==> src/rtl/byte_transmitter.sv <==
// Serializes a WIDTH-bit word LSB first: first bit appears on the start edge, done on the (WIDTH+1)-th enabled edge.
// enable low pauses the shift with no bit lost or repeated; DONE is sticky until reset.
module byte_transmitter #(
  parameter int WIDTH = 32
) (
  input  logic             clk,
  input  logic             reset,
  input  logic             enable,
  input  logic [WIDTH-1:0] in,
  output logic             out,
  output logic             done
);

  localparam int CW = $clog2(WIDTH + 1);

  typedef enum logic [1:0] {
    ST_IDLE,
    ST_SHIFT,
    ST_DONE
  } state_e;

  state_e           state_q, state_d;
  logic [WIDTH-1:0] shreg_q, shreg_d;
  logic [CW-1:0]    count_q, count_d;
  logic             out_q, out_d;
  logic             done_q, done_d;

  // shreg holds the bits not yet presented, so the next bit is always shreg[0]
  always_comb begin
    state_d = state_q;
    shreg_d = shreg_q;
    count_d = count_q;
    out_d   = out_q;
    done_d  = done_q;
    case (state_q)
      ST_IDLE: begin
        out_d  = 1'b0;
        done_d = 1'b0;
        if (enable) begin
          shreg_d = in >> 1;
          out_d   = in[0];
          count_d = CW'(1);
          state_d = ST_SHIFT;
        end
      end
      ST_SHIFT: begin
        done_d = 1'b0;
        if (enable) begin
          if (count_q < CW'(WIDTH)) begin
            out_d   = shreg_q[0];
            shreg_d = shreg_q >> 1;
            count_d = count_q + CW'(1);
          end else begin
            out_d   = 1'b0;
            done_d  = 1'b1;
            state_d = ST_DONE;
          end
        end
      end
      ST_DONE: begin
        out_d  = 1'b0;
        done_d = 1'b1;
      end
      default: begin
        state_d = ST_IDLE;
        out_d   = 1'b0;
        done_d  = 1'b0;
      end
    endcase
  end

  always_ff @(posedge clk) begin
    if (reset) begin
      state_q <= ST_IDLE;
      shreg_q <= '0;
      count_q <= '0;
      out_q   <= 1'b0;
      done_q  <= 1'b0;
    end else begin
      state_q <= state_d;
      shreg_q <= shreg_d;
      count_q <= count_d;
      out_q   <= out_d;
      done_q  <= done_d;
    end
  end

  assign out  = out_q;
  assign done = done_q;

endmodule

==> config.mk <==
export PLATFORM = sky130hd
export DESIGN_NAME = byte_transmitter
export DESIGN_NICKNAME = d
export VERILOG_FILES = /design/src/rtl/byte_transmitter.sv
export SDC_FILE = /design/constraint.sdc
export NUM_CORES = 1
export LEC_CHECK = 0
export CORE_MARGIN = 2
export CORE_UTILIZATION = 26
export CTS_BUF_LIST = sky130_fd_sc_hd__clkbuf_4 sky130_fd_sc_hd__clkbuf_8
export DETAILED_ROUTE_END_ITERATION = 10
export GPL_ROUTABILITY_DRIVEN = 0
export PLACE_DENSITY = 0.47
export RECOVER_POWER = 50
export SYNTH_ARGS = -nofsm -noshare
export SYNTH_HDL_FRONTEND = slang
export SYNTH_SLANG_ARGS = --single-unit
==> constraint.sdc <==
create_clock -name clk -period 4.55 [get_ports clk]
set_input_delay 0.6825 -clock clk [delete_from_list [all_inputs] [get_ports clk]]
set_output_delay 0.6825 -clock clk [all_outputs]
set_load 0.01 [all_outputs]
==> results.sh <==
export IMPL_postCtsResizedCells=0
export IMPL_wl_met2_um=1760
export IMPL_worstPathRequired_ps=4730
export IMPL_hold_viol_final=0
export IMPL_port_buffers=36
export IMPL_worst_hold_slack_ps=494
export IMPL_arrival_ps=3520
export IMPL_grtUsageTotal_pct=9.84
export IMPL_pwr_density_cell_mw_per_mm2=642
export IMPL_yosys_cell_types_count=31
export IMPL_wl_met1_um=2050
export IMPL_layout_cells_non_filler=333
export IMPL_h_tree_depth=2
export IMPL_fp_dieH_um=93.2
export IMPL_drive_above_1_share_pct=15.6
export IMPL_maxCapViolCount=1
export IMPL_ant_nets=0
export IMPL_synthToLayoutAreaGrowth_pct=23.7
export IMPL_drcViolationCount=0
export IMPL_rsz0062_at_grt="false"
export IMPL_syn_num_nets=241
export IMPL_avgSynthCellArea_sq_um=10.3
export IMPL_cts_buffer_depth=2
export IMPL_slew_headroom_pct=-57.7
export IMPL_cts_hold_buffers=0
export IMPL_status="finished, violations left"
export IMPL_min_period_ps=3350
export IMPL_ir_drop_mv=0.244
export IMPL_dr_wl_met3_um=147
export IMPL_reg2reg_slack_ps=1200
export IMPL_numPlacedInstances=326
export IMPL_synth_seq_cells=41
export IMPL_antenna_found_initial=0
export IMPL_yosysTopAreaCellShare_pct=39.7
export IMPL_ys_seq_area_share_pct=39.7
export IMPL_grt_max_degree=42
export IMPL_dp_worst_setup_slack_ps=1650
export IMPL_n_antenna_cell=0
export IMPL_vias=1470
export IMPL_highest_layer="met4"
export IMPL_synth_area_leaders="dfxtp_1 40%, a211oi_2 16%, mux2i_1 15%, nor2_1 6.7%, ha_1 3.6%"
export IMPL_finalSetupViolCount=0
export IMPL_wl_um=4040
export IMPL_path_max_fanout=35
export IMPL_postPlaceCellArea_sq_mm=0.00249
export IMPL_cts_sinks=41
export IMPL_setup_ws_ps=1200
export IMPL_holdCritPathClass="register to register"
export IMPL_netlist_instances=200
export IMPL_first_global_vias=1421
export IMPL_nets=272
export IMPL_violations="max-capacitance violations, max-slew violations"
export IMPL_crit_path_end_kind="register"
export IMPL_ios=37
export IMPL_r2r_start="state_q[1]"
export IMPL_timing_rr_end="shreg_q[16]"
export IMPL_post_cts_repair_setup_buffers=0
export IMPL_grt_overflow_total=0
export IMPL_crit_path_end="shreg_q[16]"
export IMPL_layout_worst_path_cycle_share_pct=73.6
export IMPL_yosys_area_top_type="dfxtp_1"
export IMPL_worstRegToRegCells=7
export IMPL_clk_transition_reported_paths_ps=70
export IMPL_worst_setup_path_type="register to register"
export IMPL_timing_setup_tns_ps=0
export IMPL_drt_iter0_drc=103
export IMPL_die_area_sq_mm=0.00868
export IMPL_drv_slew=42
export IMPL_leakagePower_uw=0.000899
export IMPL_yosys_warnings=0
export IMPL_dp_hpwl_um=2720
export IMPL_grt_first_pass_wirelength_um=6730
export IMPL_wl_per_cell_um=12.1
export IMPL_cp_startpoint="state_q[1]"
export IMPL_vias_per_cell=4.41
export IMPL_clock_latency_ps=290
export IMPL_syn_area_sq_mm=0.00207
export IMPL_finalClockSkew_ps=5.57
export IMPL_first_pass_iters=4
export IMPL_fin_area_sq_mm=0.00256
export IMPL_start_util_pct=26.7
export IMPL_cp_start_kind="register"
export IMPL_cts_tree="done"
export IMPL_clockRootBuffer="clkbuf_8"
export IMPL_die_w_um=93.2
export IMPL_fmax_mhz=299
export IMPL_numCtsBuffers=5
export IMPL_row_count=32
export IMPL_core_sq_mm=0.00773
export IMPL_worstMarginPinSlew_ps=2370
metal layers:
metal	track usage (%)	vias to the layer above
met4	4.90	0
met1	13.2	658
met2	14.7	27
met5	0	-
li1	-	777
met3	2.50	8
report_power, final:
part           leakage [uW]  switching (uW)  internal, uW
Clock             0.0000477             117           126
Combinational      0.000513             467           363
Sequential         0.000338            71.7           497
Total              0.000899             655           987
critical path, stage by stage (launching register included):
cell and delay, ps:
dfxtp_1 330, inv_1 120, ha_1 900, nand2b_1 200
o21ai_2 1100, buf_12 310, nor2_1 70, a211oi_1 190
layout make-up:
type                    instances  area [sq um]
multi-input cells             141          1120
flip-flops and latches         41           821
repair buffers                 38           382
well taps                     102           128
inverters                       4          15.0
fillers                       798          5170
clock buffers                   7          90.1
state kept, by name (all words and copies together), names as in the netlist:
register / flops
out: 1
count_q: 6
state_q: 2
done: 1
shreg_q: 31
layout by cell type, fill, tap and decap left out, types with 2 or more instances in the layout:
| cell type | count |
|---|---|
| a211oi_2 | 25 |
| a211oi_1 | 6 |
| mux2i_1 | 32 |
| ha_1 | 6 |
| nand3_1 | 4 |
| xor2_1 | 2 |
| clkbuf_8 | 6 |
| clkdlybuf4s50_1 | 33 |
| nor2_1 | 37 |
| nand2b_1 | 9 |
| dfxtp_1 | 41 |
| a21oi_1 | 4 |
| dlygate4sd3_1 | 2 |
| inv_1 | 4 |
kinds of logic (layout without fill, tap and decap cells):
logic type | Yosys count | in the layout | synth area share [%]
AND/OR/NAND/NOR | 56 | 56 | 12.3
adder cells (fa/ha/maj) | 6 | 6 | 3.63
multiplexers | 32 | 32 | 15.5
flip-flops | 41 | 41 | 39.7
XOR/XNOR | 2 | 2 | 0.848
AO/OA/AOI/OAI | 45 | 45 | 22.9
buffers and inverters | 18 | 49 | 5.14
synthesized netlist by cell type:
master,number
buf_2,4
o22ai_1,1
nand3_1,4
nand3b_1,1
nand2_1,1
buf_6,3
dfxtp_1,41
o21bai_1,1
mux2i_1,32
o21ai_4,1
a32oi_1,1
a211oi_2,27
ha_1,6
o211ai_1,1
xor2_1,2
nor2_1,37
o21ba_2,1
o21ai_0,1
buf_4,3
a21oi_1,4
and3_1,1
clkbuf_1,4
a31oi_1,1
a211oi_1,4
nand2b_1,9
o32ai_1,1
inv_1,4
and2b_1,1
or3_1,1
nor3b_1,1
a41oi_1,1
through the flow:
| stage | util (%) | power (uW) |
|---|---|---|
| floorplan | - | 1300 |
| global placement | 32.2 | 1420 |
| detailed placement | 32.2 | 1430 |
| CTS | 33.4 | 1680 |
| global route | 33.1 | 1780 |
| finish | 33.1 | 1640 |
worst min-delay path by stage:
stage | startpoint | endpoint | slack [ps] | depth (start not counted)
4_1_cts | count_q[4] | count_q[4] | 500 | 2
5_1_grt | shreg_q[30] | shreg_q[30] | 520 | 2
2_1_floorplan | shreg_q[30] | shreg_q[30] | 450 | 2
6_report | count_q[4] | count_q[4] | 490 | 2
3_5_place_dp | state_q[1] | state_q[1] | 490 | 2
3_3_place_gp | state_q[1] | state_q[1] | 490 | 2
Note: power is estimated with default switching activity, not from simulation.
